File: config.mk
export PLATFORM = sky130hd
export DESIGN_NAME = alu_mc
export DESIGN_NICKNAME = d
export VERILOG_FILES = /design/src/rtl/alu_mc.sv
export SDC_FILE = /design/constraint.sdc
export NUM_CORES = 2
export LEC_CHECK = 0
export CAP_MARGIN = 20
export CORE_ASPECT_RATIO = 2
export CORE_MARGIN = 2
export CORE_UTILIZATION = 45
export DETAILED_ROUTE_END_ITERATION = 10
export GPL_ROUTABILITY_DRIVEN = 0
export SLEW_MARGIN = 5
export SYNTH_ARGS = -nofsm -noshare
export SYNTH_HDL_FRONTEND = slang
export SYNTH_SLANG_ARGS = --single-unit
File: constraint.sdc
create_clock -name clk -period 18.2 [get_ports clk]
set_input_delay 4.55 -clock clk [delete_from_list [all_inputs] [get_ports clk]]
set_output_delay 4.55 -clock clk [all_outputs]
set_load 0.01 [all_outputs]
File: src/rtl/alu_mc.sv
// alu_mc: multi-cycle RV32I/M execute ALU with valid/ready handshakes on both sides.
// Define ALU_MC_FAST_MUL_EN to complete multiplies in one cycle on a combinational multiplier.
module alu_mc #(
    parameter int unsigned XLEN = 32
) (
    input  logic            clk,
    input  logic            rst,
    input  logic            in_valid,
    output logic            in_ready,
    input  logic [6:0]      opcode,
    input  logic [2:0]      func3,
    input  logic [6:0]      func7,
    input  logic [XLEN-1:0] a,
    input  logic [XLEN-1:0] b,
    output logic            out_valid,
    input  logic            out_ready,
    output logic [XLEN-1:0] result,
    output logic            eq,
    output logic            lt,
    output logic            ltu,
    output logic            busy
);
    localparam int unsigned SHW = $clog2(XLEN);
    localparam int unsigned DW  = 2 * XLEN;

    localparam logic [1:0] S_IDLE = 2'd0;
    localparam logic [1:0] S_MUL  = 2'd1;
    localparam logic [1:0] S_DIV  = 2'd2;
    localparam logic [1:0] S_DONE = 2'd3;

    localparam logic [6:0] OPC_LUI    = 7'b0110111;
    localparam logic [6:0] OPC_AUIPC  = 7'b0010111;
    localparam logic [6:0] OPC_JALR   = 7'b1100111;
    localparam logic [6:0] OPC_BRANCH = 7'b1100011;
    localparam logic [6:0] OPC_LOAD   = 7'b0000011;
    localparam logic [6:0] OPC_STORE  = 7'b0100011;
    localparam logic [6:0] OPC_OPIMM  = 7'b0010011;
    localparam logic [6:0] OPC_OP     = 7'b0110011;
    localparam logic [6:0] F7_MEXT    = 7'b0000001;

    logic [1:0]      state_q, state_d;
    logic            out_valid_q, out_valid_d;
    logic [XLEN-1:0] result_q, result_d;
    logic            eq_q, eq_d, lt_q, lt_d, ltu_q, ltu_d, busy_q, busy_d;
    logic [SHW-1:0]  cnt_q, cnt_d;
    logic [DW-1:0]   acc_q, acc_d, mcand_q, mcand_d;
    logic [XLEN-1:0] mplier_q, mplier_d;
    logic [2:0]      op3_q, op3_d;
    logic            qneg_q, qneg_d, rneg_q, rneg_d, div0_q, div0_d;

    logic            eq_c, lt_c, ltu_c, taken_c, is_mext_c, accept_c;
    logic [SHW-1:0]  shamt_c;
    logic [XLEN-1:0] base_c;
    logic            a_sgn_c, b_sgn_c, dsgn_c, da_neg_c, db_neg_c;
    logic [DW-1:0]   a_ext_c;
    logic [XLEN-1:0] a_mag_c, b_mag_c;
    logic [DW-1:0]   shl_c, div_step_c;
    logic [XLEN:0]   trial_c;
    logic [XLEN-1:0] quot_c, rem_c, fin_c;

    assign eq_c      = (a == b);
    assign lt_c      = ($signed(a) < $signed(b));
    assign ltu_c     = (a < b);
    assign shamt_c   = b[SHW-1:0];
    assign is_mext_c = (opcode == OPC_OP) && (func7 == F7_MEXT);
    assign in_ready  = (state_q == S_IDLE) && (!out_valid_q || out_ready);
    assign accept_c  = in_valid && in_ready;

    // Multiply operand extension: MULHU unsigned a, only MUL/MULH treat b as signed
    assign a_sgn_c = (func3[1:0] != 2'b11);
    assign b_sgn_c = !func3[1];
    assign a_ext_c = {{XLEN{a_sgn_c & a[XLEN-1]}}, a};

    // Divide works on magnitudes; signs restored when the result is loaded
    assign dsgn_c   = !func3[0];
    assign da_neg_c = dsgn_c & a[XLEN-1];
    assign db_neg_c = dsgn_c & b[XLEN-1];
    assign a_mag_c  = da_neg_c ? XLEN'(0) - a : a;
    assign b_mag_c  = db_neg_c ? XLEN'(0) - b : b;

    // One restoring step: acc holds {remainder, dividend/quotient}
    assign shl_c      = {acc_q[DW-2:0], 1'b0};
    assign trial_c    = {acc_q[DW-1], shl_c[DW-1:XLEN]} - {1'b0, mcand_q[XLEN-1:0]};
    assign div_step_c = trial_c[XLEN] ? shl_c : {trial_c[XLEN-1:0], shl_c[XLEN-1:1], 1'b1};

    assign quot_c = acc_q[XLEN-1:0];
    assign rem_c  = acc_q[DW-1:XLEN];

    always_comb begin
        fin_c = '0;
        if (!op3_q[2]) begin
            fin_c = (op3_q[1:0] == 2'b00) ? acc_q[XLEN-1:0] : acc_q[DW-1:XLEN];
        end else if (op3_q[1]) begin
            fin_c = rneg_q ? XLEN'(0) - rem_c : rem_c;
        end else if (div0_q) begin
            fin_c = '1;
        end else begin
            fin_c = qneg_q ? XLEN'(0) - quot_c : quot_c;
        end
    end

`ifdef ALU_MC_FAST_MUL_EN
    logic [DW-1:0] b_ext_c, prod_c;
    assign b_ext_c = {{XLEN{b_sgn_c & b[XLEN-1]}}, b};
    assign prod_c  = a_ext_c * b_ext_c;
`else
    // Only b's low XLEN bits are iterated; a negative b is corrected up front
    logic [DW-1:0] mul_init_c;
    assign mul_init_c = (b_sgn_c && b[XLEN-1]) ? DW'(0) - {a, {XLEN{1'b0}}} : '0;
`endif

    // Single-cycle base integer, branch and address results
    always_comb begin
        base_c  = '0;
        taken_c = 1'b0;
        case (func3)
            3'b000:  taken_c = eq_c;
            3'b001:  taken_c = !eq_c;
            3'b100:  taken_c = lt_c;
            3'b101:  taken_c = !lt_c;
            3'b110:  taken_c = ltu_c;
            3'b111:  taken_c = !ltu_c;
            default: taken_c = 1'b0;
        endcase
        case (opcode)
            OPC_LUI:                                 base_c = b;
            OPC_AUIPC, OPC_JALR, OPC_LOAD, OPC_STORE: base_c = a + b;
            OPC_BRANCH:                              base_c = XLEN'(taken_c);
            OPC_OPIMM, OPC_OP: begin
                case (func3)
                    3'b000:  base_c = (opcode == OPC_OP && func7[5]) ? a - b : a + b;
                    3'b001:  base_c = a << shamt_c;
                    3'b010:  base_c = XLEN'(lt_c);
                    3'b011:  base_c = XLEN'(ltu_c);
                    3'b100:  base_c = a ^ b;
                    3'b101:  base_c = func7[5] ? XLEN'($signed(a) >>> shamt_c) : a >> shamt_c;
                    3'b110:  base_c = a | b;
                    default: base_c = a & b;
                endcase
            end
            default: base_c = '0;
        endcase
    end

    always_comb begin
        state_d     = state_q;
        out_valid_d = out_valid_q;
        result_d    = result_q;
        eq_d        = eq_q;
        lt_d        = lt_q;
        ltu_d       = ltu_q;
        cnt_d       = cnt_q;
        acc_d       = acc_q;
        mcand_d     = mcand_q;
        mplier_d    = mplier_q;
        op3_d       = op3_q;
        qneg_d      = qneg_q;
        rneg_d      = rneg_q;
        div0_d      = div0_q;
        if (out_valid_q && out_ready) begin
            out_valid_d = 1'b0;
        end
        case (state_q)
            S_IDLE: begin
                if (accept_c) begin
                    eq_d  = eq_c;
                    lt_d  = lt_c;
                    ltu_d = ltu_c;
                    op3_d = func3;
                    cnt_d = '0;
                    if (is_mext_c && !func3[2]) begin
`ifdef ALU_MC_FAST_MUL_EN
                        out_valid_d = 1'b1;
                        result_d    = (func3[1:0] == 2'b00) ? prod_c[XLEN-1:0] : prod_c[DW-1:XLEN];
`else
                        state_d  = S_MUL;
                        acc_d    = mul_init_c;
                        mcand_d  = a_ext_c;
                        mplier_d = b;
`endif
                    end else if (is_mext_c) begin
                        state_d = S_DIV;
                        acc_d   = {{XLEN{1'b0}}, a_mag_c};
                        mcand_d = {{XLEN{1'b0}}, b_mag_c};
                        qneg_d  = da_neg_c ^ db_neg_c;
                        rneg_d  = da_neg_c;
                        div0_d  = (b == '0);
                    end else begin
                        out_valid_d = 1'b1;
                        result_d    = base_c;
                    end
                end
            end
            S_MUL: begin
                acc_d    = acc_q + (mplier_q[0] ? mcand_q : '0);
                mcand_d  = {mcand_q[DW-2:0], 1'b0};
                mplier_d = {1'b0, mplier_q[XLEN-1:1]};
                cnt_d    = cnt_q + SHW'(1);
                if (cnt_q == SHW'(XLEN - 1)) begin
                    state_d = S_DONE;
                end
            end
            S_DIV: begin
                acc_d = div_step_c;
                cnt_d = cnt_q + SHW'(1);
                if (cnt_q == SHW'(XLEN - 1)) begin
                    state_d = S_DONE;
                end
            end
            default: begin
                out_valid_d = 1'b1;
                result_d    = fin_c;
                state_d     = S_IDLE;
            end
        endcase
        busy_d = (state_d != S_IDLE);
    end

    always_ff @(posedge clk or posedge rst) begin
        if (rst) begin
            state_q     <= S_IDLE;
            out_valid_q <= 1'b0;
            result_q    <= '0;
            eq_q        <= 1'b0;
            lt_q        <= 1'b0;
            ltu_q       <= 1'b0;
            busy_q      <= 1'b0;
            cnt_q       <= '0;
            acc_q       <= '0;
            mcand_q     <= '0;
            mplier_q    <= '0;
            op3_q       <= '0;
            qneg_q      <= 1'b0;
            rneg_q      <= 1'b0;
            div0_q      <= 1'b0;
        end else begin
            state_q     <= state_d;
            out_valid_q <= out_valid_d;
            result_q    <= result_d;
            eq_q        <= eq_d;
            lt_q        <= lt_d;
            ltu_q       <= ltu_d;
            busy_q      <= busy_d;
            cnt_q       <= cnt_d;
            acc_q       <= acc_d;
            mcand_q     <= mcand_d;
            mplier_q    <= mplier_d;
            op3_q       <= op3_d;
            qneg_q      <= qneg_d;
            rneg_q      <= rneg_d;
            div0_q      <= div0_d;
        end
    end

    assign out_valid = out_valid_q;
    assign result    = result_q;
    assign eq        = eq_q;
    assign lt        = lt_q;
    assign ltu       = ltu_q;
    assign busy      = busy_q;

endmodule
### After elaboration in Yosys (flattened, before gate mapping)

Index checks and enable logic that the tools add are counted.

* bits in registers: 210
* input bits: 85
* output and inout port bits: 38
* logic and storage cells: 141

* add/sub/neg operators: 10
* order comparisons: 2
* eq/ne operators: 26
* shift-type cells: 3
* mux-type cells: 43
* bitwise logic cells: 9
* reduce and logical (&&, ||, !) cells: 33

Operator list (number)
* $mux 64: 9
* $mux 32: 15
* $pmux 32 s7: 1
* $pmux 64 s3: 1
* $pmux 32 s2: 2
* $pmux 32 s4: 1
* $pmux 64 s2: 1
* $sub 1x32->32 const A: 4
* $add 64x64->64: 1
* $lt 32x32->1: 2
* $sub 1x64->64 const A: 1
* $sub 33x32->33: 1
* $add 32x32->32: 1
* $and 32x32->32: 1
* $eq 32x32->1: 1
* $logic_not 32->1: 1
* $or 32x32->32: 1
* $shl 32x5->32: 1
* $shr 32x5->32: 1
* $sshr 32x5->32: 1
* $sub 32x32->32: 1
* $xor 32x32->32: 1
* $eq 7x6->1 const B: 3
* $eq 7x5->1 const B: 2
* 35 further kinds: 72

### Depth between registers and ports, before layout

* depth after elaboration: 9
* depth in mapped cells: 16
* gate-level depth less buffers: 14

### Worst setup path before layout

No wires, ideal clock.

* kind: input to output
* start: input port out_ready
* end: output port in_ready
* arrival: 4846 ps
* required time: 13650 ps
* setup slack: 8804 ps
* stages on the path: 2
* path buffers: 0
* cell sequence: nor2b_1 -> nor2b_1

* cells in the longest elaborated chain, start to end: 2

RTL lines
* start, declared: RTL line 16 `input logic out_ready,`
* $logic_or 1x1->1: RTL line 66 `assign in_ready = (state_q == S_IDLE) && (!out_valid_q || out_ready);`
* $logic_and 1x1->1: RTL line 66
* end, declared: RTL line 9 `output logic in_ready,`

No other way between the ends.

### Worst setup path after layout

Same ends and word-level chain as after synthesis.

==> run summary <==
Most frequent cell after synthesis -> a21oi_1
CTS Hold Bufs -> 0
Area Overhead vs Synth -> 8.893%
Clock transition at path regs -> 0.06 ns
Vias in the first global route -> 32,200
I/O Buffers -> 122
Share of cells above drive strength 1 -> 7.242%
Worst Path Required -> 13.65 ns
Initial antenna violation count -> 8
Compound-Gate Fraction of Synth Area -> 30.28%
Synth Area in XOR/XNOR -> 8.316%
Global-route wire length before repair -> 207,800 µm
Crit. End Element -> primary output
Yosys Warn Count -> 0
Share of flip-flops with an asynchronous set or reset -> 100.0%
Max_slew headroom -> 9.798%
Die area -> 67,720 µm²
Crit path launch type -> input port
Setup tns final -> 0 ns
Register area share after synthesis -> 17.82%
Switching share of power -> 42.43%
CP Class -> in2out
Drt initial violations -> 3,620
Max-cap violation count -> 0
Largest net degree at the start of global routing -> 109
H-tree depth -> 1
Final wirelength -> 142,000 µm
Status -> complete, no violations
Adder-cell area share of the yosys netlist -> 9.054%
Final WS setup -> 7.826 ns
Crit-path cells -> clkdlybuf4s50_1 -> nor2b_1 -> nor2b_1 -> clkdlybuf4s50_1
Post-synth EDFFs -> 0
Critical path data arrival time -> 5.82 ns
Fillers -> 6,661
Synth Net Count -> 4,243
Clk_lat worst skew -> 0.62 ns
Post-Synth Simple-Gate Area -> 19.50%
TritonCTS Buffers -> 25
Final period util -> 57.00%
Cell Int Power -> 1.094 mW
Root Buffer -> clkbuf_16
DRT Pass-1 Iters -> 8
Number of library cell types mapped by synthesis -> 108
Crit path max fanout -> 3
Vias/cell -> 6.851
Mapped Cells -> 3,947
Worst-Margin Slew -> 1.339 ns
Post-synthesis mux area share -> 8.723%
Post_cts resized -> 0
Register bit total from synthesis -> 210
Core box area -> 64,740 µm²
Width of the chip -> 185.0 µm
Antenna viol nets, final -> 0
Fin crit period -> 10.37 ns
Final Hold Fails -> 0
Largest family of logic cells by synthesized area -> compound AO/OA/AOI/OAI gates
Mapped cell area -> 29,490 µm²
Routed WL per cell -> 29.79 µm
Site Rows -> 132
P_leak -> 12.61 nW
Final setup fails -> 0
Switching pwr -> 0.8060 mW
Remaining global-route overflow -> 0
Fmax achieved -> 96.40 MHz
Ranking of synthesized cells by area -> dfrtp_1 18%, ha_1 8.8%, a21oi_1 7.5%, xnor2_1 5.7%, nor2_1 5.4%
Nets -> 4,172
Max-slew violation count -> 0
DR DRC count -> 0
Gr usage total -> 41.50%
HPWL Detailed -> 107,200 µm
Clock Skew -> 0.01797 ns
Combinational power share -> 42.2%
Vias -> 32,670
Initial Util -> 45.55%
Synth top area share -> 17.82%
RSZ-0062 raised after global routing -> false
Setup Buffers After CTS -> 0
Die height -> 366.0 µm
Worst hold path type -> reg2reg
Hold slack -> 0.4804 ns
CTS tree -> built
Slowest stage delay, CP -> 0.57 ns
Sink Count -> 210
Yosys top cell by area -> dfrtp_1
Max clock buf depth -> 3
Clk network pwr share -> 30.0%
Num ports -> 123
Most used DFF post-synth -> dfrtp_1
Slowest-stage cell, CP -> clkdlybuf4s50_1
Synth cell count leaders -> 444 x a21oi_1, 426 x nor2_1, 346 x nand2_1
Peak supply drop -> 0.00007395 V
Post-Place Worst Slack -> 7.825 ns
Post-Syn Area per Cell -> 7.471 µm²
Sequential Power Share -> 27.9%
Pwr dens -> 59.15 nW/µm²
## final timing paths
path / from / end / slack [ns] / depth (start not counted)
hold / removal: cnt_q[4] / cnt_q[4] / 0.48 / 2
setup reg to reg: acc_q[31] / acc_q[63] / 13.12 / 16
max in group asynchronous: rst / op3_q[2] / 12.24 / 3
hold reg to reg: cnt_q[4] / cnt_q[4] / 0.48 / 2
min in group asynchronous: rst / acc_q[35] / 4.49 / 2
setup / recovery: out_ready / in_ready / 7.83 / 4
## layout make-up
| cell class | count | area, µm² | area share [%] |
|---|---|---|---|
| Multi-Input combinational cell | 3270 | 22470 | 69.96 |
| Sequential cell | 210 | 5256 | 16.37 |
| Timing Repair Buffer | 207 | 1822 | 5.673 |
| Tap cell | 871 | 1090 | 3.394 |
| Clock buffer | 30 | 664.4 | 2.069 |
| Inverter | 162 | 615.6 | 1.917 |
| Clock inverter | 15 | 191.4 | 0.5961 |
| Antenna cell | 3 | 7.507 | 0.02338 |
## worst max-delay path: cells and delay by family
family / cells / cell delay, ns
buffers and inverters: 2 / 1.03
and+or+nand+nor: 2 / 0.24
## kinds of logic (layout without fill, tap and decap cells)
| kind of cell | after synthesis | after routing |
|---|---|---|
| AND/OR/NAND/NOR | 1223 | 1223 |
| other | 0 | 3 |
| buffers and inverters | 467 | 414 |
| XOR/XNOR | 280 | 280 |
| flip-flops | 210 | 210 |
| AO/OA/AOI/OAI | 1382 | 1382 |
| adder cells (fa/ha/maj) | 211 | 211 |
| multiplexers | 174 | 174 |
## metal layers
metal	routed length, µm	vias to the layer above	track usage [%]
met4	17890	8	40.51
li1	-	14360	-
met3	11830	851	9.175
met2	67620	2018	70.46
met1	44650	15430	40.62
met5	47	-	0
## power by group through the flow
stage,Sequential (mW),Clock (mW),Combinational (mW)
after floorplan,0.521,0,0.512
after global placement,0.536,0,0.757
after detailed placement,0.537,0,0.760
after CTS,0.528,0.572,0.764
after global routing,0.532,0.585,0.847
final,0.529,0.569,0.801
## cells in the final DEF, fill, tap and decap left out, types with 12 or more instances in the layout
master,netlist,routed
and3_1,30,30
mux2_2,12,12
nor4_1,19,19
a22oi_1,55,55
a22o_1,39,39
nand3_1,60,60
nand2b_1,27,26
o22ai_1,41,41
a31oi_1,45,44
o21bai_1,34,34
o221ai_1,27,26
inv_1,158,157
clkdlybuf4s50_1,0,115
or3_1,21,21
a211oi_1,83,83
nand2_1,346,344
o21ai_0,244,243
nor3_1,76,74
a21oi_1,444,442
ha_1,207,205
nor2_1,426,422
mux2i_1,95,95
and2_1,79,78
xor2_1,89,89
nor2b_1,28,28
o21ai_1,22,23
mux4_2,65,65
nand4_1,39,39
dfrtp_1,210,209
xnor2_1,191,191
o41ai_1,16,16
a221oi_1,65,65
a21o_1,50,50
o211ai_1,45,45
o21a_1,19,19
buf_4,9,82
o31ai_1,40,40
clkbuf_16,0,25
## flip-flops by register name, indices dropped and copies added (netlist names), 2 cells and up
| name | cells |
|---|---|
| result | 32 |
| state_q | 2 |
| op3_q | 3 |
| cnt_q | 5 |
| acc_q | 64 |
| mplier_q | 32 |
| mcand_q | 64 |
## per-stage QoR
step | std cells | power (mW) | cell area (µm²) | util [%]
finish | 4768 | 1.900 | 32110 | 49.60
global route | 4765 | 1.964 | 32100 | 49.59
CTS | 4759 | 1.864 | 32050 | 49.51
detailed placement | 4714 | 1.297 | 31200 | 48.19
global placement | 4714 | 1.293 | 31200 | 48.19
floorplan | 3947 | 1.033 | 29490 | -
(Power assumes the default switching activity.)
